<file path="src/rtl/cpu6502_pkg.sv">
// Shared types for the 6502 load/store core: opcodes, addressing modes,
// register selects and the per-instruction cycle states.
package cpu6502_pkg;

    localparam logic [7:0] OP_LDA_IMM = 8'hA9;
    localparam logic [7:0] OP_LDX_IMM = 8'hA2;
    localparam logic [7:0] OP_LDY_IMM = 8'hA0;
    localparam logic [7:0] OP_LDA_ZP  = 8'hA5;
    localparam logic [7:0] OP_LDX_ZP  = 8'hA6;
    localparam logic [7:0] OP_LDY_ZP  = 8'hA4;
    localparam logic [7:0] OP_STA_ZP  = 8'h85;
    localparam logic [7:0] OP_STX_ZP  = 8'h86;
    localparam logic [7:0] OP_STY_ZP  = 8'h84;
    localparam logic [7:0] OP_LDA_ABS = 8'hAD;
    localparam logic [7:0] OP_LDX_ABS = 8'hAE;
    localparam logic [7:0] OP_LDY_ABS = 8'hAC;
    localparam logic [7:0] OP_STA_ABS = 8'h8D;
    localparam logic [7:0] OP_STX_ABS = 8'h8E;
    localparam logic [7:0] OP_STY_ABS = 8'h8C;
    localparam logic [7:0] OP_LDA_ABX = 8'hBD;
    localparam logic [7:0] OP_LDA_ABY = 8'hB9;
    localparam logic [7:0] OP_LDX_ABY = 8'hBE;
    localparam logic [7:0] OP_LDY_ABX = 8'hBC;
    localparam logic [7:0] OP_STA_ABX = 8'h9D;
    localparam logic [7:0] OP_STA_ABY = 8'h99;

    typedef enum logic [2:0] {
        MODE_IMM,
        MODE_ZP,
        MODE_ABS,
        MODE_ABX,
        MODE_ABY,
        MODE_NOP
    } addr_mode_t;

    typedef enum logic [1:0] {
        SEL_A,
        SEL_X,
        SEL_Y
    } reg_sel_t;

    typedef enum logic [2:0] {
        T0,
        T1,
        T2,
        T3,
        T4
    } cpu_state_t;

    // Modes that fetch a 16-bit operand and access memory in T3.
    function automatic logic is_abs_family(addr_mode_t m);
        return (m == MODE_ABS) || (m == MODE_ABX) || (m == MODE_ABY);
    endfunction

endpackage

</file>
<file path="src/rtl/cpu6502_decode.sv">
// Opcode decoder: maps an opcode to its addressing mode, the register it
// loads or stores, and whether it writes memory. Unknown opcodes decode as NOP.
module cpu6502_decode
    import cpu6502_pkg::*;
(
    input  logic [7:0] opcode,
    output logic [2:0] mode,
    output logic [1:0] sel,
    output logic       is_store
);

    always_comb begin
        mode     = MODE_NOP;
        sel      = SEL_A;
        is_store = 1'b0;
        case (opcode)
            OP_LDA_IMM: begin mode = MODE_IMM; sel = SEL_A; end
            OP_LDX_IMM: begin mode = MODE_IMM; sel = SEL_X; end
            OP_LDY_IMM: begin mode = MODE_IMM; sel = SEL_Y; end
            OP_LDA_ZP:  begin mode = MODE_ZP;  sel = SEL_A; end
            OP_LDX_ZP:  begin mode = MODE_ZP;  sel = SEL_X; end
            OP_LDY_ZP:  begin mode = MODE_ZP;  sel = SEL_Y; end
            OP_STA_ZP:  begin mode = MODE_ZP;  sel = SEL_A; is_store = 1'b1; end
            OP_STX_ZP:  begin mode = MODE_ZP;  sel = SEL_X; is_store = 1'b1; end
            OP_STY_ZP:  begin mode = MODE_ZP;  sel = SEL_Y; is_store = 1'b1; end
            OP_LDA_ABS: begin mode = MODE_ABS; sel = SEL_A; end
            OP_LDX_ABS: begin mode = MODE_ABS; sel = SEL_X; end
            OP_LDY_ABS: begin mode = MODE_ABS; sel = SEL_Y; end
            OP_STA_ABS: begin mode = MODE_ABS; sel = SEL_A; is_store = 1'b1; end
            OP_STX_ABS: begin mode = MODE_ABS; sel = SEL_X; is_store = 1'b1; end
            OP_STY_ABS: begin mode = MODE_ABS; sel = SEL_Y; is_store = 1'b1; end
            OP_LDA_ABX: begin mode = MODE_ABX; sel = SEL_A; end
            OP_LDA_ABY: begin mode = MODE_ABY; sel = SEL_A; end
            OP_LDX_ABY: begin mode = MODE_ABY; sel = SEL_X; end
            OP_LDY_ABX: begin mode = MODE_ABX; sel = SEL_Y; end
            OP_STA_ABX: begin mode = MODE_ABX; sel = SEL_A; is_store = 1'b1; end
            OP_STA_ABY: begin mode = MODE_ABY; sel = SEL_A; is_store = 1'b1; end
            default:    begin mode = MODE_NOP; sel = SEL_A; end
        endcase
    end

endmodule

</file>
<file path="src/rtl/cpu_6502_core.sv">
// Minimal 6502-compatible core executing the LDA/LDX/LDY/STA/STX/STY subset.
// Bus outputs are registered: each edge computes the address/strobe for the next cycle.
module cpu_6502_core
    import cpu6502_pkg::*;
#(
    parameter logic [15:0] RESET_PC = 16'h0000
) (
    input  logic        clk,
    input  logic        reset,
    input  logic [7:0]  di,
    output logic [7:0]  dout,
    output logic        we,
    output logic [15:0] ab
);

    cpu_state_t  state_reg;
    logic [15:0] pc_reg;
    logic [7:0]  a_reg;
    logic [7:0]  x_reg;
    logic [7:0]  y_reg;
    logic        n_reg;
    logic        z_reg;
    logic [7:0]  opcode_reg;
    logic [7:0]  lo_reg;
    logic [7:0]  hi_reg;

    logic [2:0]  mode_bits;
    logic [1:0]  sel_bits;
    logic        is_store;
    addr_mode_t  mode;
    reg_sel_t    sel;

    logic [15:0] pc_inc;
    logic [7:0]  src_val;
    logic [7:0]  idx_val;
    logic [7:0]  lo_idx;
    logic [15:0] t2_eff;
    logic [15:0] t3_eff;
    logic        load_en;

    cpu6502_decode u_decode (
        .opcode   (opcode_reg),
        .mode     (mode_bits),
        .sel      (sel_bits),
        .is_store (is_store)
    );

    assign mode = addr_mode_t'(mode_bits);
    assign sel  = reg_sel_t'(sel_bits);

    always_comb begin
        pc_inc  = pc_reg + 16'd1;
        src_val = a_reg;
        case (sel)
            SEL_X:   src_val = x_reg;
            SEL_Y:   src_val = y_reg;
            default: src_val = a_reg;
        endcase
        idx_val = (mode == MODE_ABX) ? x_reg : y_reg;
        // Indexed stores first probe the un-carried address, as real silicon does.
        lo_idx  = lo_reg + idx_val;
        t2_eff  = {di, lo_reg} + {8'h00, idx_val};
        t3_eff  = {hi_reg, lo_reg} + {8'h00, idx_val};
        case (state_reg)
            T1:      load_en = (mode == MODE_IMM);
            T2:      load_en = (mode == MODE_ZP) && !is_store;
            T3:      load_en = is_abs_family(mode) && !is_store;
            default: load_en = 1'b0;
        endcase
    end

    always_ff @(posedge clk or posedge reset) begin
        if (reset) begin
            state_reg  <= T0;
            pc_reg     <= RESET_PC;
            a_reg      <= 8'h00;
            x_reg      <= 8'h00;
            y_reg      <= 8'h00;
            n_reg      <= 1'b0;
            z_reg      <= 1'b0;
            opcode_reg <= 8'h00;
            lo_reg     <= 8'h00;
            hi_reg     <= 8'h00;
            ab         <= RESET_PC;
            dout       <= 8'h00;
            we         <= 1'b0;
        end else begin
            we <= 1'b0;

            if (load_en) begin
                case (sel)
                    SEL_A:   a_reg <= di;
                    SEL_X:   x_reg <= di;
                    SEL_Y:   y_reg <= di;
                    default: ;
                endcase
                n_reg <= di[7];
                z_reg <= (di == 8'h00);
            end

            case (state_reg)
                T0: begin
                    opcode_reg <= di;
                    pc_reg     <= pc_inc;
                    ab         <= pc_inc;
                    state_reg  <= T1;
                end
                T1: begin
                    case (mode)
                        MODE_NOP: begin
                            ab        <= pc_reg;
                            state_reg <= T0;
                        end
                        MODE_IMM: begin
                            pc_reg    <= pc_inc;
                            ab        <= pc_inc;
                            state_reg <= T0;
                        end
                        MODE_ZP: begin
                            lo_reg    <= di;
                            pc_reg    <= pc_inc;
                            ab        <= {8'h00, di};
                            we        <= is_store;
                            if (is_store) begin
                                dout <= src_val;
                            end
                            state_reg <= T2;
                        end
                        default: begin
                            lo_reg    <= di;
                            pc_reg    <= pc_inc;
                            ab        <= pc_inc;
                            state_reg <= T2;
                        end
                    endcase
                end
                T2: begin
                    if (mode == MODE_ZP) begin
                        ab        <= pc_reg;
                        state_reg <= T0;
                    end else begin
                        hi_reg    <= di;
                        pc_reg    <= pc_inc;
                        state_reg <= T3;
                        if (mode == MODE_ABS) begin
                            ab <= {di, lo_reg};
                            we <= is_store;
                            if (is_store) begin
                                dout <= src_val;
                            end
                        end else if (is_store) begin
                            ab <= {di, lo_idx};
                        end else begin
                            ab <= t2_eff;
                        end
                    end
                end
                T3: begin
                    if ((mode != MODE_ABS) && is_store) begin
                        ab        <= t3_eff;
                        we        <= 1'b1;
                        dout      <= src_val;
                        state_reg <= T4;
                    end else begin
                        ab        <= pc_reg;
                        state_reg <= T0;
                    end
                end
                T4: begin
                    ab        <= pc_reg;
                    state_reg <= T0;
                end
                default: begin
                    ab        <= pc_reg;
                    state_reg <= T0;
                end
            endcase
        end
    end

endmodule

</file>
<file path="config.mk">
export PLATFORM = sky130hd
export DESIGN_NAME = cpu_6502_core
export DESIGN_NICKNAME = d
export VERILOG_FILES = /design/src/rtl/cpu6502_pkg.sv /design/src/rtl/cpu6502_decode.sv /design/src/rtl/cpu_6502_core.sv
export SDC_FILE = /design/constraint.sdc
export NUM_CORES = 1
export LEC_CHECK = 0
export BUFFER_PORTS_ARGS = -buffer_cell sky130_fd_sc_hd__buf_2
export CAP_MARGIN = 40
export CORE_ASPECT_RATIO = 1.1
export CORE_MARGIN = 2
export CORE_UTILIZATION = 62
export DETAILED_ROUTE_END_ITERATION = 8
export GPL_ROUTABILITY_DRIVEN = 0
export PLACE_DENSITY = 0.8
export SLEW_MARGIN = 20
export SYNTH_ARGS = -nofsm -noshare
export SYNTH_HDL_FRONTEND = slang
export SYNTH_SLANG_ARGS = --single-unit
</file>
<file path="constraint.sdc">
create_clock -name clk -period 4.1 [get_ports clk]
set_input_delay 0 -clock clk [delete_from_list [all_inputs] [get_ports clk]]
set_output_delay 0 -clock clk [all_outputs]
set_load 0.005 [all_outputs]
</file>
* Yosys cells after proc, flatten, opt, wreduce, memory -nomap -nowiden
Index checks and enable logic that the tools add are counted. W data, S select, Z words.
Storage, ports and cells: memories kept 0, register bits 92, output and inout port bits 25, memory bits (read-only) 0, memory bits (writable) 0, bits in latches 0
Cells by class: magnitude comparators 0, add/subtract/negate cells 4, multipliers 0, div/mod/pow operators 0, multiplexer cells 30, equal/unequal tests 37, reduce and logical (&&, ||, !) cells 27, shift operators 0, bitwise operators 2
Operators by type and width (count):
- $eq A8 B8 Y1 const B | 21
- $mux W16 | 6
- $pmux W16 S4 | 1
- $mux W8 | 6
- $pmux W16 S3 | 1
- $add A16 B8 Y16 | 2
- $pmux W16 S2 | 1
- $pmux W8 S3 | 1
- $reduce_or A6 Y1 | 4
- $add A16 B1 Y16 const B | 1
- $pmux W8 S2 | 1
- $pmux W3 S5 | 1
- $eq A3 B2 Y1 const B | 4
- $pmux W3 S4 | 1
- $ne A2 B2 Y1 const B | 5
- $reduce_and A2 Y1 | 5
- $reduce_or A3 Y1 | 3
- $add A8 B8 Y8 | 1
- $reduce_or A8 Y1 | 1
- $eq A3 B1 Y1 const B | 2
- $eq A3 B3 Y1 const B | 2
- $logic_not A3 Y1 | 2
- $pmux W1 S3 | 2
- $reduce_bool A3 Y1 | 2
- other kinds (15) | 24

* Depth between registers and ports, before layout
word-level depth 10, mapped depth 12, mapped depth without buffers 11

* Modules after synthesis
From an unflattened synthesis, not the netlist that was laid out.
Second synthesis, totals: cell total of the unflattened synthesis 595, area total of the unflattened synthesis 5619.1 µm²
By module, submodules not included:
- cpu_6502_core | times used 1, cells an instance 566, seq. area each 2302.2 µm², area each 5417.7 µm²
- cpu6502_decode | times used 1, cells an instance 29, seq. area each 0.0 µm², area each 201.4 µm²

* Least setup slack after synthesis
OpenSTA, ideal clock, no wires.
path kind register to register, start point reg opcode_reg[6], end point reg ab[10], setup slack 356 ps, data required time 3976 ps, arrival time 3620 ps, cell stages (with the launch flop) 11, buffers on the path 0, path through dfrtp_1 nand4b_1 nor4b_2 mux2_2 ha_1 o211ai_1 o211ai_1 nand2_1 or4b_2 xnor2_1 a211o_1
On the way: longest elaborated chain between the ends 10
Ends and longest elaborated chain:
- start: declaration | RTL line cpu_6502_core.sv:23 | logic [7:0] opcode_reg;
- start signal: assignment | RTL line cpu_6502_core.sv:103 | opcode_reg <= di;
- $eq A8 B8 Y1 | RTL line cpu6502_decode.sv:16 | case (opcode)
- $reduce_or A6 Y1 (no line) / $reduce_or A3 Y1 (equally long branches)
- $pmux W3 S5 | RTL line cpu6502_decode.sv:16
- $eq A3 B2 Y1 | RTL line cpu_6502_core.sv:59 | idx_val = (mode == MODE_ABX) ? x_reg : y_reg;
- $mux W8 | RTL line cpu_6502_core.sv:59
- $add A16 B8 Y16 | RTL line cpu_6502_core.sv:62 | t2_eff = {di, lo_reg} + {8'h00, idx_val};
- $mux W16 | RTL line cpu_6502_core.sv:151 | end else if (is_store) begin
- $mux W16 | RTL line cpu_6502_core.sv:145 | if (mode == MODE_ABS) begin
- $mux W16 | RTL line cpu_6502_core.sv:138 | if (mode == MODE_ZP) begin
- $pmux W16 S4 * | RTL line cpu_6502_core.sv:101 | case (state_reg)
- end signal: assignment | RTL line cpu_6502_core.sv:139 | ab <= pc_reg;
- end signal: assignment | RTL line cpu_6502_core.sv:146 | ab <= {di, lo_reg};
- end signal: assignment | RTL line cpu_6502_core.sv:152 | ab <= {di, lo_idx};
- end: declaration | RTL line cpu_6502_core.sv:13 | output logic [15:0] ab
Every way passes the cells marked *; elsewhere a longest branch is shown, timed or not. A chain may end at the register's enable or synchronous reset.

* Worst setup path in the final report
Ends and elaborated chain as after synthesis.

==> key figures <==
Routing
  – Wire length per cell: 20.1 um
  – Average vias per placed instance: 6.57
  – Vias: 4698
  – First-pass iteration count of the detailed router: 5
  – Remaining antenna violation count after routing: 0
  – Violation count after the first detailed-route iteration: 378
  – DRC violation count after routing: 0
  – Routed Wire Length: 14400 um

Pwr
  – Clk pwr share: 13.7%
  – Sequential share of power: 36.7%
  – Combinational share of power: 49.6%
  – Net Sw Frac: 43.8%
  – Pwr Density: 663 nW/um^2
  – Worst VDD drop: 0.300 mV
  – Leakage: 0.00276 uW
  – Net load switching power: 1830 uW
  – Internal power contribution: 2350 uW

Clock tree
  – Source-to-sink clock delay at the later pin of the worst-skew pair: 0.38 ns
  – CTS buffer count: 9
  – Clock Sink Count: 92
  – Clock input transition at the sequential cells of the worst setup and hold paths: 0.09 ns
  – Htree depth: 3
  – Buffer depth of the longest clock path: 2
  – TritonCTS clock tree: yes
  – Master cell of the clock root buffer: sky130_fd_sc_hd__clkbuf_8

Yosys
  – Number of warnings printed during yosys synthesis: 0
  – Area leader, netlist: sky130_fd_sc_hd__dfrtp_1
  – Ys async rst share: 100%
  – Post-synthesis share of cell area spent on full adders, half adders and majority gates: 3.14%
  – Number of unique standard cell types used by synthesis: 78
  – Sequential area share after synthesis: 39.5%
  – Syn nets: 591
  – Top FF cell, synth: sky130_fd_sc_hd__dfrtp_1
  – Simple-gate share of the synthesized area: 17.8%
  – Area fraction of the dominant cell type after synthesis: 39.5%
  – Syn Inst Count: 567
  – Netlist area before placement: 5820 um^2
  – Number of enable-type register cells in the synthesized netlist: 0
  – Number of register bits inferred by synthesis: 92
  – Avg Synthesized Cell Area: 10.3 um^2
  – Xor and xnor area share after synthesis: 5.57%
  – Dominant combinational cell family by area after synthesis: simple AND/OR/NAND/NOR gates
  – Most area-consuming cells after synthesis: sky130_fd_sc_hd__dfrtp_1 (40%), sky130_fd_sc_hd__mux2_4 (8.3%), sky130_fd_sc_hd__mux2_2 (4.6%)
  – Mux cell area share after synthesis: 13.2%
  – Area fraction in compound gates after synthesis: 17.2%

Final layout
  – Utilization of the core after routing: 68.1%
  – Number of nets in the finished design: 617
  – Fraction of layout cells with a size suffix above 1: 24.2%
  – Final-layout fill cell count: 731
  – Sequential cell area in the final layout: 2300 um^2
  – Synth-to-Final Area Change: 8.27%
  – Multi-input gate area: 3320 um^2
  – Number of diodes added for antenna fixing: 0

Worst setup path
  – Cell breakdown of the critical path: nand4b_1 > nor4b_2 > buf_4 > mux2_2 > ha_1 > o211ai_1 > o211ai_1 > nand2_2 > or4b_2 > xnor2_1 > a211o_1
  – Critical-path maximum fanout: 8
  – Largest stage delay, worst path: 0.70 ns
  – CP arrival: 4.12 ns
  – Data required time of the worst path: 4.38 ns
  – Critical path start-end classification: reg2reg
  – Reg-to-reg slack, setup: 0.26 ns
  – Cell repeated most along the worst path: sky130_fd_sc_hd__o211ai_1
  – Capturing point of the worst reg2reg path: ab[10]
  – Element type at the critical path start: flop
  – Crit. End Element: flop
  – Launching point of the worst reg2reg path: opcode_reg[6]
  – Count of cells along the worst register-to-register path: 11
  – Library cell contributing the largest single delay on the critical path: sky130_fd_sc_hd__or4b_2

GRT
  – Wire length of the first global-routing pass: 23200 um
  – Maximum number of pins on one net before global-route repair: 50
  – Antenna violations before repair: 0
  – All-layer global routing usage: 29.8%
  – Via count of the first global-routing pass: 4498
  – Grt ovf: 0

Floorplan
  – Placement Rows: 37
  – Core Box Area: 9260 um^2
  – Die footprint: 10200 um^2
  – Die width: 96.4 um
  – Effective utilization at floorplan: 62.9%
  – Y dimension of the die: 106 um
  – Count of pins on the block boundary: 35

Hold path
  – Path type of the worst min-delay path: in2async

Timing
  – Max Slew Vio Count: 0
  – Fin crit share: 93.7%
  – Final Hold Fails: 0
  – Transition at the pin with the smallest max-transition slack: 0.754 ns
  – Max Clock Freq: 0.260 GHz
  – Fin Setup TNS: 0 ns
  – Clock period minus worst slack: 3.84 ns
  – Worst hold slack after final layout: 0.0153 ns
  – Worst slew margin relative to its limit: 49.6%
  – Clk_skew: 0.00772 ns
  – Unrepaired setup endpoints after global routing: false
  – Endpoints failing setup: 0

Job
  – Number of max-cap violations: 0

Place
  – Number of buffers added on ports: 34
  – Half-perimeter wire length after detailed placement: 10300 um

Run status
  – Status: completed
[through the flow]
stage          setup WS [ns]  power, uW  cells  area (um^2)
3_5_place_dp           0.276       3550    689         6020
2_1_floorplan          0.356       3060    567         5820
4_1_cts                0.237       4120    713         6270
5_1_grt               0.0184       4440    715         6300
3_3_place_gp           0.397       3460    688         6010
6_report               0.258       4180    715         6300
[power groups by stage]
stage / Combinational (uW) / Clock (uW) / Sequential (uW)
after CTS: 2020 / 576 / 1520
after detailed placement: 2010 / 0 / 1540
after global placement: 1940 / 0 / 1520
after global routing: 2270 / 608 / 1560
after floorplan: 1680 / 0 / 1380
final: 2070 / 574 / 1530
[cell usage after synthesis, drive strengths merged (3+ instances only)]
master,count
nor4b,3
and2,5
and4,5
o21ai,32
o22ai,6
nand3b,4
or2,3
nor2b,3
nor3,14
a31oi,8
mux2,56
a31o,3
dfrtp,92
o211ai,13
nor2,22
and3,9
clkbuf,18
xnor2,30
a21oi,19
a22oi,11
nand2b,16
a211oi,11
nand3,16
a211o,4
nor4,7
o21a,5
a21o,3
or3,6
inv,9
nand2,64
buf,16
xor2,7
a41oi,3
ha,13
[layer usage]
metal,GRT usage [%],wire [um]
met5,0,0
met4,12.1,478
met3,5.29,880
met2,45.8,6850
met1,41.6,6200
[cell families after synthesis]
logic type | count (synthesis)
buffers and inverters | 45
adders and majority gates | 14
muxes | 58
AOI/OAI and AO/OA | 136
xor gates and xnor gates | 37
DFF | 92
and+or+nand+nor | 185
[what timing repair did]
item,in CTS,in global routing
hold endpoints to repair,50,0
endpoints found under the setup margin,0,1
buffers inserted,0,1
gates resized for setup,0,2
hold buffers,8,0
[worst max-delay path, delay by kind of cell, from the launching register on]
| family | cells | cell delay [ns] |
|---|---|---|
| AND/OR/NAND/NOR | 4 | 1.44 |
| AO/OA/AOI/OAI | 3 | 0.79 |
| flip-flops | 1 | 0.41 |
| adder cells (fa/ha/maj) | 1 | 0.37 |
| multiplexers | 1 | 0.35 |
| buffers and inverters | 1 | 0.23 |
| XOR/XNOR | 1 | 0.15 |
[worst max path at each step]
stage / start / endpoint / slack [ns]
finish: opcode_reg[6] / ab[10] / 0.26
global route: opcode_reg[6] / ab[10] / 0.02
CTS: opcode_reg[3] / ab[10] / 0.24
detailed placement: opcode_reg[3] / ab[10] / 0.28
global placement: opcode_reg[3] / ab[10] / 0.40
floorplan: opcode_reg[6] / ab[10] / 0.36
[placed cells by master (no fill, tap or decap), types with 8 or more instances in the layout]
master / count
sky130_fd_sc_hd__dfrtp_1: 91
sky130_fd_sc_hd__nand3_1: 12
sky130_fd_sc_hd__mux2_2: 24
sky130_fd_sc_hd__nor3_1: 11
sky130_fd_sc_hd__a21oi_1: 17
sky130_fd_sc_hd__a211oi_1: 10
sky130_fd_sc_hd__nand2_1: 62
sky130_fd_sc_hd__and3_1: 9
sky130_fd_sc_hd__xnor2_1: 30
sky130_fd_sc_hd__clkbuf_8: 10
sky130_fd_sc_hd__a22oi_1: 11
sky130_fd_sc_hd__o211ai_1: 13
sky130_fd_sc_hd__dlygate4sd3_1: 8
sky130_fd_sc_hd__nor2_1: 21
sky130_fd_sc_hd__ha_1: 13
sky130_fd_sc_hd__o21ai_0: 30
sky130_fd_sc_hd__inv_1: 8
sky130_fd_sc_hd__mux2_4: 32
sky130_fd_sc_hd__a31oi_1: 8
sky130_fd_sc_hd__nand2b_1: 16
sky130_fd_sc_hd__buf_2: 34
[cell type report]
cell class	count	area share [%]
Clock buffer	10	2.18
Clock inverter	6	0.595
Inverter	11	0.675
Multi-Input combinational cell	430	52.6
Sequential cell	92	36.5
Tap cell	117	2.32
Timing Repair Buffer	49	5.06
Power figures use the tool's default switching activity.
